==> src/rtl/snitch_icache_refill.sv <==
// Icache line refill responder: takes one line request, fetches the line as
// NUM_BEATS narrow pipelined reads and returns the assembled line with a
// sticky error flag and the original refill ID.
//
// state | meaning
// IDLE  | waiting for a refill request, req_ready high
// FETCH | issuing beat reads and collecting beat responses
// RESP  | full line held on the response port until accepted
module snitch_icache_refill #(
  parameter int unsigned FETCH_AW   = 32,
  parameter int unsigned LINE_WIDTH = 128,
  parameter int unsigned MEM_DW     = 32,
  parameter int unsigned PENDING_IW = 2
) (
  input  logic                  clk_i,
  input  logic                  rst_ni,
  input  logic [FETCH_AW-1:0]   refill_req_addr_i,
  input  logic [PENDING_IW-1:0] refill_req_id_i,
  input  logic                  refill_req_valid_i,
  output logic                  refill_req_ready_o,
  output logic [LINE_WIDTH-1:0] refill_rsp_data_o,
  output logic                  refill_rsp_error_o,
  output logic [PENDING_IW-1:0] refill_rsp_id_o,
  output logic                  refill_rsp_valid_o,
  input  logic                  refill_rsp_ready_i,
  output logic [FETCH_AW-1:0]   mem_req_addr_o,
  output logic                  mem_req_valid_o,
  input  logic                  mem_req_ready_i,
  input  logic [MEM_DW-1:0]     mem_rsp_data_i,
  input  logic                  mem_rsp_error_i,
  input  logic                  mem_rsp_valid_i,
  output logic                  mem_rsp_ready_o
);

  localparam int unsigned NUM_BEATS  = LINE_WIDTH / MEM_DW;
  localparam int unsigned LINE_ALIGN = $clog2(LINE_WIDTH / 8);
  localparam int unsigned BEAT_ALIGN = $clog2(MEM_DW / 8);
  localparam int unsigned CW         = $clog2(NUM_BEATS) + 1;

  localparam logic [FETCH_AW-1:0] LINE_MASK =
    ~((FETCH_AW'(1) << LINE_ALIGN) - FETCH_AW'(1));
  localparam logic [CW-1:0] BEATS     = CW'(NUM_BEATS);
  localparam logic [CW-1:0] LAST_BEAT = CW'(NUM_BEATS - 1);

  typedef enum logic [1:0] {
    IDLE  = 2'd0,
    FETCH = 2'd1,
    RESP  = 2'd2
  } state_e;

  state_e                  state_q, state_d;
  logic [FETCH_AW-1:0]     base_q;
  logic [PENDING_IW-1:0]   id_q;
  logic [CW-1:0]           issue_cnt_q;
  logic [CW-1:0]           recv_cnt_q;
  logic [LINE_WIDTH-1:0]   line_q;
  logic                    error_q;

  // Next state and handshake outputs; everything defaults to inactive.
  always_comb begin
    state_d            = state_q;
    refill_req_ready_o = 1'b0;
    refill_rsp_valid_o = 1'b0;
    mem_req_valid_o    = 1'b0;
    mem_rsp_ready_o    = 1'b0;
    case (state_q)
      IDLE: begin
        refill_req_ready_o = 1'b1;
        if (refill_req_valid_i) state_d = FETCH;
      end
      FETCH: begin
        mem_req_valid_o = (issue_cnt_q < BEATS);
        mem_rsp_ready_o = 1'b1;
        if (mem_rsp_valid_i && (recv_cnt_q == LAST_BEAT)) state_d = RESP;
      end
      RESP: begin
        refill_rsp_valid_o = 1'b1;
        if (refill_rsp_ready_i) state_d = IDLE;
      end
      default: state_d = IDLE;
    endcase
  end

  // Beat offset lands in the zeroed low bits of the base, so OR never carries.
  assign mem_req_addr_o     = base_q | (FETCH_AW'(issue_cnt_q) << BEAT_ALIGN);
  assign refill_rsp_data_o  = line_q;
  assign refill_rsp_error_o = error_q;
  assign refill_rsp_id_o    = id_q;

  // State register.
  always_ff @(posedge clk_i) begin
    if (!rst_ni) state_q <= IDLE;
    else         state_q <= state_d;
  end

  // Request capture, beat issue/receive counters and line assembly.
  always_ff @(posedge clk_i) begin
    if (!rst_ni) begin
      base_q      <= '0;
      id_q        <= '0;
      issue_cnt_q <= '0;
      recv_cnt_q  <= '0;
      line_q      <= '0;
      error_q     <= 1'b0;
    end else begin
      if (refill_req_ready_o && refill_req_valid_i) begin
        base_q      <= refill_req_addr_i & LINE_MASK;
        id_q        <= refill_req_id_i;
        issue_cnt_q <= '0;
        recv_cnt_q  <= '0;
        error_q     <= 1'b0;
      end
      if (mem_req_valid_o && mem_req_ready_i) begin
        issue_cnt_q <= issue_cnt_q + CW'(1);
      end
      if (mem_rsp_ready_o && mem_rsp_valid_i) begin
        for (int b = 0; b < NUM_BEATS; b++) begin
          if (recv_cnt_q == CW'(b)) line_q[b*MEM_DW +: MEM_DW] <= mem_rsp_data_i;
        end
        error_q    <= error_q | mem_rsp_error_i;
        recv_cnt_q <= recv_cnt_q + CW'(1);
      end
    end
  end

  // A beat response while not fetching means the memory side broke protocol.
  assert property (@(posedge clk_i) disable iff (!rst_ni)
    mem_rsp_valid_i |-> (state_q == FETCH));

endmodule

==> config.mk <==
export PLATFORM = sky130hd
export DESIGN_NAME = snitch_icache_refill
export DESIGN_NICKNAME = d
export VERILOG_FILES = /design/src/rtl/snitch_icache_refill.sv
export SDC_FILE = /design/constraint.sdc
export NUM_CORES = 1
export LEC_CHECK = 0
export ABC_AREA = 1
export BUFFER_PORTS_ARGS = -buffer_cell sky130_fd_sc_hd__buf_4
export CORE_MARGIN = 5
export CORE_UTILIZATION = 45
export CTS_BUF_LIST = sky130_fd_sc_hd__clkbuf_16
export CTS_CLUSTER_SIZE = 25
export DETAILED_ROUTE_END_ITERATION = 10
export PLACE_DENSITY = 0.77
export SLEW_MARGIN = 10
export SYNTH_ARGS = -nofsm -noshare
export SYNTH_HDL_FRONTEND = slang
export SYNTH_SLANG_ARGS = --single-unit
==> constraint.sdc <==
create_clock -name clk_i -period 1.3 [get_ports clk_i]
set_input_delay 0.39 -clock clk_i [delete_from_list [all_inputs] [get_ports clk_i]]
set_output_delay 0.39 -clock clk_i [all_outputs]
set_load 0.1 [all_outputs]
======== After elaboration in Yosys (flattened, before gate mapping) ========
Cells that the tools add are included.
cells by class
  $add $sub $neg .......................... 2
  order comparisons ....................... 1
  eq/ne operators ......................... 8
  mux-type cells .......................... 13
  bitwise operators ....................... 2
  reductions and logical operators ........ 13
operator list
  operator               number
  $or A32 B5 Y32         1
  $mux W3                3
  $reduce_and A2 Y1      4
  $add A3 B1 Y3 const B  2
  $eq A3 B2 Y1 const B   2
  $mux W1                6
  $mux W2                3
  $ne A2 B2 Y1 const B   3
  $pmux W2 S3            1
  $logic_and A1 B1 Y1    4
  $reduce_bool A2 Y1     2
  $eq A3 B1 Y1 const B   1
  $logic_not A3 Y1       1
  $lt A3 B3 Y1 const B   1
  $reduce_and A3 Y1      1
  $eq A2 B1 Y1 const B   1
  $eq A2 B2 Y1 const B   1
  $logic_not A2 Y1       1
  $or A1 B1 Y1           1
word-level totals
  bits in registers ....................... 167
  output and inout port bits .............. 167
  logic and storage cells ................. 49

======== Depth between registers and ports, before layout ========
Gate-level depths: netlist of the first run.
  word-level depth ........................ 5
  gate-level depth with buffers ........... 8
  depth with buffers taken out ............ 7

======== Least setup slack after synthesis of the first run ========
Ideal clock, no wire load.
  path type ............................... reg-to-reg
  from .................................... reg state_q[1]
  to ...................................... reg base_q[10]
  library setup time ...................... 116 ps
  arrival time ............................ 2364 ps
  required time ........................... 1184 ps
  setup slack ............................. -1180 ps
  stages on the path, launching flop included .. 7
  clock period less this slack ............ 2480 ps
  path through ............................ dfxtp_1 nor2_1 nand2_1 buf_2 clkbuf_1 o21ai_0 nor2_1
between the ends
  word-level cells in the longest chain between the ends .. 3
RTL lines
  item                      line  source
  start: declaration        51    state_e state_q, state_d;
  start signal: assignment  93    else state_q <= state_d;
  $logic_not A2 Y1          66    case (state_q)
  $mux W1                   66
  via refill_req_ready_o    20    output logic refill_req_ready_o,
  $logic_and A1 B1 Y1       106   if (refill_req_ready_o && refill_req_valid_i) begin
  end signal: assignment    107   base_q <= refill_req_addr_i & LINE_MASK;
  end: declaration          52    logic [FETCH_AW-1:0] base_q;
The timed path passes the listed nets, and every way through them passes these cells.
A chain may end at the register's enable or synchronous reset.

======== Final worst setup path of the first run ========
  from .................................... reg recv_cnt_q[0]
  to ...................................... reg line_q[56], in the netlist refill_rsp_data_o[56]
between the ends
  word-level cells in the longest chain between the ends .. 2
RTL lines
  item                                line  source
  start: declaration                  55    logic [CW-1:0] recv_cnt_q;
  start signal: assignment            121   recv_cnt_q <= recv_cnt_q + CW'(1);
  $eq A3 B1 Y1                        118   if (recv_cnt_q == CW'(b)) line_q[b*MEM_DW +: MEM_DW] <= mem_rsp_data_i;
  $reduce_and A2 Y1 (no source line)  --
  end signal: indexed assignment      118
  end: declaration                    56    logic [LINE_WIDTH-1:0] line_q;
No other way between the ends.

==> metrics.md, run 1 <==
| Metric | Value |
|---|---|
| Cell area after placement | `8670 um^2` |
| Sequential share of power | `36.6%` |
| Area grow syn2layout | `115%` |
| Routability cong. | `0.794` |
| Required time of the critical path | `1.57 ns` |
| Number of max-cap violations | `0` |
| Crit path arrival time | `~2.4 ns` |
| Final #Nets | `approximately 1300` |
| Pwr per Cell Area | `1060 nW/um^2` |
| Starting density of the core | `between 40% and 50%` |
| Worst hold slack after final layout | `0.191 ns` |
| Number of buffers between clock root and the deepest sink | `2` |
| Critical Path Start Type | `flop` |
| Grt total ovfl | `0` |
| Overall power | `15000 uW` |
| Netlist cell types | `22` |
| Final Critical Period | `between 2 and 2.5 ns` |
| RSZ-0062 raised after global routing | `true` |
| Combined area of all synthesized cells | `6560 um^2` |
| Most common cell in the synthesized netlist | `sky130_fd_sc_hd__nor2_1` |
| Tcrit/Tclk final | `165%` |
| Sw Ratio | `34.4%` |
| Rel. slew slack | `60.3%` |
| Flops & latches, synth | `167` |
| Antenna Violating Nets Remaining | `0` |
| First-pass iteration count of the detailed router | `6` |
| Pint | `9820 uW` |
| Number of global-route vias before repair | `7317` |
| CP max FO | `11` |
| Dominant synthesized flop cell | `sky130_fd_sc_hd__dfxtp_1` |
| Yosys top cell by area | `sky130_fd_sc_hd__dfxtp_1` |
| Largest net degree at the start of global routing | `47` |
| Type of destination of the critical path | `flop` |
| H-tree levels | `4` |
| Number of hold violations in the final report | `0` |
| Clock tree from TritonCTS | `yes` |
| Standard cell core area | `14400 um^2` |
| Detailed-route wire length per cell | `slightly above 30 um` |
| Std cell rows | `44` |
| Number of pins with negative max-slew slack in the final report | `0` |
| Number of port buffers | `233` |
| Wire length reported by the detailed router | `approximately 42000 um` |
| Peak Freq | `465 MHz` |
| Syn_area_per_cell | `7.21 um^2` |
| Clock sink total | `167` |
| Synth cell count leaders | `320 x sky130_fd_sc_hd__nor2_1, 202 x sky130_fd_sc_hd__nand2_1, 167 x sky130_fd_sc_hd__dfxtp_1` |
| Worst min path class | `in2reg` |
| I/O pin count | `240` |
| Final HPWL DP | `12800 um` |
| Die outline height | `131 um` |
| Number of warnings printed during yosys synthesis | `0` |
| Antenna violations before repair | `5` |
| Total track usage | `30.5%` |
| Post-CTS Hold Fix Bufs | `0` |
| Peak VDD IR | `1.09 mV` |
| Part of the total power dissipated in combinational logic | `between 20% and 30%` |
| Async set or reset register ratio after synthesis | `0%` |
| Clock input transition at the sequential cells of the worst setup and hold paths | `0.07 ns` |
| Clock insertion delay at the later pin of the skew report | `around 0.45 ns` |
| Net switching power | `5150 uW` |
| Total number of vias | `just under 9000` |
| Power share of the clock group | `37.6%` |
| Clock skew | `between 0.01 and 0.015 ns` |
| Synthesized instance count | `around 910` |
| Die extent in x | `131 um` |
| Count of flip-flops with a built-in enable after synthesis | `0` |
| DRC violation count after routing | `0` |
| Proportion of synthesized chip area in sequential cells | `50.9%` |
| Layout Cell Area excl Fill | `14100 um^2` |
| Leak pwr | `0.00629 uW` |
| Share of the synthesized area in the top cell type | `between 50% and 60%` |
| Violations in the final reports | `negative setup slack` |
| Transition time at the pin with the least slew margin | `0.593 ns` |
| Initial detailed-routing violation count | `964` |
| Cell chosen for the clock root | `sky130_fd_sc_hd__clkbuf_16` |
| Setup violation total in the final timing report | `approximately 330` |
| Global-route wire length before repair | `slightly below 40000 um` |
| Post-route setup slack | `-0.851 ns` |
| Area enclosed by the die boundary | `17100 um^2` |
| Layout Utilization | `97.7%` |
| Share of post-route cells with drive strength above 1 | `approximately two thirds` |
| Cts bufs inserted | `17` |
| Post-detailed-route via-to-cell ratio | `6.19` |
| Dominant cells by area after synthesis | `sky130_fd_sc_hd__dfxtp_1 51%, sky130_fd_sc_hd__nor2_1 18%, sky130_fd_sc_hd__nand2_1 12%` |
| Run status | `finished with violations` |
| Critical setup path kind | `reg2reg` |
## layout by cell type, fill, tap and decap left out, types with 3 or more instances in the layout
cell	n
sky130_fd_sc_hd__nor2_1	258
sky130_fd_sc_hd__buf_12	192
sky130_fd_sc_hd__dfxtp_2	121
sky130_fd_sc_hd__buf_4	113
sky130_fd_sc_hd__nand2_2	90
sky130_fd_sc_hd__nand2_4	63
sky130_fd_sc_hd__nand2_1	48
sky130_fd_sc_hd__dfxtp_4	44
sky130_fd_sc_hd__nor2_2	43
sky130_fd_sc_hd__inv_1	42
sky130_fd_sc_hd__o21ai_2	41
sky130_fd_sc_hd__clkbuf_16	29
sky130_fd_sc_hd__nor2_4	22
sky130_fd_sc_hd__buf_6	20
sky130_fd_sc_hd__o21ai_0	9
sky130_fd_sc_hd__buf_16	9
sky130_fd_sc_hd__o21ai_1	8
sky130_fd_sc_hd__o21ai_4	6
sky130_fd_sc_hd__nand3_1	5
sky130_fd_sc_hd__a21oi_2	5
sky130_fd_sc_hd__buf_8	5
sky130_fd_sc_hd__a21oi_1	4
sky130_fd_sc_hd__ha_1	4
sky130_fd_sc_hd__bufinv_16	4
sky130_fd_sc_hd__nand2_8	3
sky130_fd_sc_hd__nor2_8	3
sky130_fd_sc_hd__clkinv_2	3
## per-stage QoR
stage	setup slack, ns	setup TNS, ns	instances
3_3_place_gp	-0.0658	-3.96	1281
6_report	-0.851	-60.02	1401
5_1_grt	-0.786	-66.28	1400
4_1_cts	-0.346	-29.52	1354
2_1_floorplan	-0.468	-53.32	912
3_5_place_dp	-0.113	-8.98	1281
## state kept, by name, indices dropped and copies added (netlist names)
register            flops
base_q                 28
issue_cnt_q             3
recv_cnt_q              3
refill_rsp_data_o     128
refill_rsp_error_o      1
refill_rsp_id_o         2
state_q                 2
## layout make-up
| cell class | instances | area [um^2] |
|---|---|---|
| diodes | 1 | 2.50 |
| repair buffers | 351 | 5540 |
| clock inverters | 15 | 186 |
| inverters | 45 | 203 |
| multi-input cells | 621 | 3850 |
| clock buffers | 17 | 425 |
| well taps | 184 | 230 |
| fillers | 188 | 330 |
| flip-flops and latches | 167 | 3660 |
## critical path, cell delays in order, from the launching register on
cell and delay, ns:
sky130_fd_sc_hd__dfxtp_4 0.39, sky130_fd_sc_hd__buf_4 0.12, sky130_fd_sc_hd__ha_1 0.14, sky130_fd_sc_hd__nand2_1 0.19, sky130_fd_sc_hd__nor2_8 0.35, sky130_fd_sc_hd__clkbuf_16 0.25, sky130_fd_sc_hd__nor2_1 0.05, sky130_fd_sc_hd__nor2_1 0.47
## power by group through the flow
stage / clock network (uW) / logic, uW / registers (uW)
global placement: 0 / 2510 / 5510
CTS: 5330 / 3160 / 5510
detailed placement: 0 / 2520 / 5520
global route: 5770 / 3930 / 5490
floorplan: 0 / 1310 / 6190
finish: 5630 / 3860 / 5480
## layer usage
metal | up-vias | GRT usage (%) | share of wire [%]
li1 | 3335 | - | -
met2 | 865 | 55.9 | 47
met3 | 393 | 8.78 | 12
met1 | 4071 | 31.0 | 30
met5 | - | 0 | 0.11
met4 | 6 | 16.5 | 11
## path summary, 6_finish.rpt
check                           slack (ns)                    end  depth (start not counted)                from
worst max-delay path                 -0.85  refill_rsp_data_o[56]                          7       recv_cnt_q[0]
worst min-delay path                  0.19     refill_rsp_id_o[0]                          3  refill_req_id_i[0]
worst max register to register       -0.85  refill_rsp_data_o[56]                          7       recv_cnt_q[0]
worst min register to register        0.51             base_q[27]                          2          base_q[27]
## cells by family after synthesis
family                     Yosys count  synth area share, %
other                                1               0.0571
AOI/OAI and AO/OA                   74                 5.68
DFF                                167                 50.9
and+or+nand+nor                    538                 32.0
adders and majority gates            6                 1.14
buffers and inverters              125                 10.2
## timing repair
action                     4_1_cts  5_1_grt
gates cloned                    16       15
buffers inserted                26       41
gates resized for setup        632      416
setup endpoints to repair      296      331
pin swaps                       39       71
Note: power is estimated with default switching activity, not from simulation.
==> inputs of run 2 (changes only) <==
--- a/config.mk
+++ b/config.mk
@@ -7,12 +7,14 @@
 export LEC_CHECK = 0
 export ABC_AREA = 1
 export BUFFER_PORTS_ARGS = -buffer_cell sky130_fd_sc_hd__buf_4
+export CELL_PAD_IN_SITES_DETAIL_PLACEMENT = 1
+export CELL_PAD_IN_SITES_GLOBAL_PLACEMENT = 1
 export CORE_MARGIN = 5
-export CORE_UTILIZATION = 45
+export CORE_UTILIZATION = 31
 export CTS_BUF_LIST = sky130_fd_sc_hd__clkbuf_16
 export CTS_CLUSTER_SIZE = 25
 export DETAILED_ROUTE_END_ITERATION = 10
-export PLACE_DENSITY = 0.77
+export PLACE_DENSITY_LB_ADDON = 0.1
 export SLEW_MARGIN = 10
 export SYNTH_ARGS = -nofsm -noshare
 export SYNTH_HDL_FRONTEND = slang
==> run 2 against run 1 <==
The run still ends with negative setup slack left. Clock power is 5.9% lower. Largest cell class unchanged. Final area rose by 0.27%. Sequential power is 1% lower.
==> metrics.md, run 2 (synthesis results as in run 1) <==
| Metric | Value |
|---|---|
| Run status | `finished with violations` |
| Violations in the final reports | `negative setup slack` |
| Die extent in x | `156 um (+19%)` |
| Clock tree from TritonCTS | `yes` |
| Commonest non-fill, non-tap cells in the layout | `244 x sky130_fd_sc_hd__nor2_1, 189 x sky130_fd_sc_hd__buf_12, 121 x sky130_fd_sc_hd__buf_4, 106 x sky130_fd_sc_hd__dfxtp_2, 87 x sky130_fd_sc_hd__nand2_1` |
| Commonest non-fill, non-tap cell in the layout | `sky130_fd_sc_hd__nor2_1` |
| H-tree levels | `4 (unchanged)` |
| Final standard cell count with taps included and fillers excluded | `1504 (+7.4%)` |
| Filler cell count | `2171 (+1100%)` |
| I/O pin count | `240 (unchanged)` |
| Post-detailed-route via-to-cell ratio | `4.78 (-23%)` |
| Antenna violations before repair | `0 (-5)` |
| Required time of the critical path | `0.91 ns (-0.66 ns)` |
| Number of global-route vias before repair | `7451 (+1.8%)` |
| Pint | `9480 uW (-3.4%)` |
| Delay of the slowest cell on the worst path | `0.37 ns (-0.10 ns)` |
| Clock input transition at the sequential cells of the worst setup and hold paths | `0.07 ns (about the same)` |
| Grt total ovfl | `0 (unchanged)` |
| Antenna fix cells | `0 (-1)` |
| Net switching power | `4860 uW (-5.6%)` |
| Number of port buffers | `233 (unchanged)` |
| First-pass iteration count of the detailed router | `4 (-2)` |
| Die outline height | `156 um (+19%)` |
| Leak pwr | `0.00620 uW (-1.4%)` |
| Post-route setup TNS | `-47.41 ns (+12.61 ns)` |
| Initial detailed-routing violation count | `253 (-74%)` |
| Tcrit/Tclk final | `129% (-36 points)` |
| Total placed cells including tap cells | `1370 (+6.9%)` |
| Total track usage | `21.9% (-8.6 points)` |
| Std cell rows | `53 (+20%)` |
| Power share of the clock group | `36.9% (-0.7 points)` |
| Antenna Violating Nets Remaining | `0 (unchanged)` |
| Cell type group with the largest total delay on the critical path | `flip-flops` |
| Critical Path Start Type | `flop` |
| Final HPWL DP | `14500 um (+14%)` |
| Critical setup path kind | `reg2out` |
| Clock insertion delay at the later pin of the skew report | `0.44 ns (about the same)` |
| Setup violation total in the final timing report | `332 (+0.30%)` |
| Global-route wire length before repair | `41100 um (+3.4%)` |
| Worst min path class | `in2reg` |
| Clock skew | `0.0111 ns (-0.00159 ns)` |
| Post-route setup slack | `-0.380 ns (+0.471 ns)` |
| Crit path arrival time | `1.29 ns (-1.13 ns)` |
| Sw Ratio | `33.9% (-0.52 points)` |
| Cell chosen for the clock root | `sky130_fd_sc_hd__clkbuf_16` |
| Total number of vias | `7186 (-17%)` |
| Area enclosed by the die boundary | `24200 um^2 (+41%)` |
| Clock sink total | `167 (unchanged)` |
| CP max FO | `4 (-7)` |
| Number of buffers between clock root and the deepest sink | `2 (unchanged)` |
| Critical-path cell with the highest stage delay | `sky130_fd_sc_hd__dfxtp_4` |
| Wire length reported by the detailed router | `31800 um (-25%)` |
| Cts bufs inserted | `17 (unchanged)` |
| Layout Utilization | `67.4% (-30 points)` |
| Peak Freq | `595 MHz (+28%)` |
| Share of post-route cells with drive strength above 1 | `66.0% (-2.4 points)` |
| Number of max-cap violations | `0 (unchanged)` |
| Number of hold violations in the final report | `0 (unchanged)` |
| Peak VDD IR | `0.957 mV (-12%)` |
| Number of pins with negative max-slew slack in the final report | `0 (unchanged)` |
| Routability cong. | `0.708 (-11%)` |
| Type of destination of the critical path | `primary output` |
| DRC violation count after routing | `0 (unchanged)` |
| Worst Path Buf+Inv | `2 (unchanged)` |
| Worst slack at placement | `-0.131 ns (-0.0178 ns)` |
| Sequential share of power | `37.8% (+1.2 points)` |
| Area grow syn2layout | `115%` |
| Part of the total power dissipated in combinational logic | `25.3% (-0.5 points)` |
| Final #Nets | `1295 (+1.0%)` |
| Final Critical Period | `1.68 ns (-0.471 ns)` |
| Post-CTS Hold Fix Bufs | `0 (unchanged)` |
| Standard cell core area | `21000 um^2 (+45%)` |
| RSZ-0062 raised after global routing | `true` |
| Max reg flops | `128 (unchanged)` |
| Detailed-route wire length per cell | `21.2 um (-30%)` |
| Pwr per Cell Area | `1020 nW/um^2 (-4.4%)` |
| Largest net degree at the start of global routing | `54 (+15%)` |
| Starting density of the core | `31.3% (-14 points)` |
| Crit-path cells | `buf_6 -> nand2_8 -> nor2_4 -> buf_12` |
==> run 2: cell count changes in the layout (fill, tap and decap cells not counted), moves of 5 or more <==
cell | previous run | this run
sky130_fd_sc_hd__buf_4 | 113 | 121
sky130_fd_sc_hd__nand2_1 | 48 | 87
sky130_fd_sc_hd__inv_6 | 1 | 6
sky130_fd_sc_hd__nor2_4 | 22 | 36
sky130_fd_sc_hd__nand2_2 | 90 | 80
sky130_fd_sc_hd__o21ai_1 | 8 | 21
sky130_fd_sc_hd__nor2_1 | 258 | 244
sky130_fd_sc_hd__nand2_4 | 63 | 33
sky130_fd_sc_hd__dfxtp_4 | 44 | 59
sky130_fd_sc_hd__dfxtp_2 | 121 | 106
sky130_fd_sc_hd__o21ai_4 | 6 | 1
sky130_fd_sc_hd__o21ai_0 | 9 | 4
sky130_fd_sc_hd__buf_6 | 20 | 25
==> run 2: final timing paths <==
path                          from                    end  slack [ns]  depth (start not counted)
min reg2reg          recv_cnt_q[2]          recv_cnt_q[2]        0.49                          2
min          refill_req_addr_i[15]             base_q[15]        0.18                          3
max                     state_q[0]        mem_req_valid_o       -0.38                          4
max reg2reg             state_q[0]  refill_rsp_data_o[57]       -0.35                         12
==> run 2: cell type report <==
cell class,instances,area (um^2),area share [%]
multi-input combinational,620,3620,25.6
clock buffer,17,425,3.01
inverter,45,194,1.37
timing repair buffer,365,5680,40.2
tap,275,344,2.43
clock inverter,15,168,1.19
sequential,167,3700,26.2
==> run 2: tightest hold or removal path: cells and delay by family <==
kind | cells | cell delay (ns)
AOI/OAI and AO/OA | 1 | 0.05
buffers and inverters | 1 | 0.08
and+or+nand+nor | 1 | 0.06
==> run 2: per-stage QoR <==
stage / instance area, um^2 / total power [uW] / hold slack, ns
2_1_floorplan: 6800 / 7500 / 0.441
4_1_cts: 12600 / 14100 / 0.178
6_report: 14100 / 14300 / 0.181
3_3_place_gp: 8750 / 8040 / 0.438
3_5_place_dp: 8750 / 8070 / 0.449
5_1_grt: 14100 / 14800 / 0.173
==> run 2: what timing repair did <==
item / in CTS / in global routing
setup endpoints to repair: 292 / 332
pin swaps: 22 / 65
resized for setup: 679 / 330
buffers inserted: 40 / 47
gates cloned: 16 / 14
==> run 2: power groups by stage <==
stage	Clock [uW]	Sequential, uW	Combinational [uW]
floorplan	0	6190	1310
global placement	0	5520	2530
detailed placement	0	5520	2540
CTS	5350	5490	3250
global route	5620	5440	3770
finish	5300	5420	3620
==> run 2: per-layer routing <==
| layer | routed length, um | track usage [%] | part of all wire [%] | up-vias |
|---|---|---|---|---|
| met2 | 16900 | 39.8 | 53 | 221 |
| met1 | 12100 | 24.3 | 38 | 3539 |
| met4 | 940 | 5.96 | 3.0 | 0 |
| met5 | 0 | 0 | 0 | - |
| li1 | - | - | - | 3364 |
| met3 | 1910 | 7.48 | 6.0 | 62 |
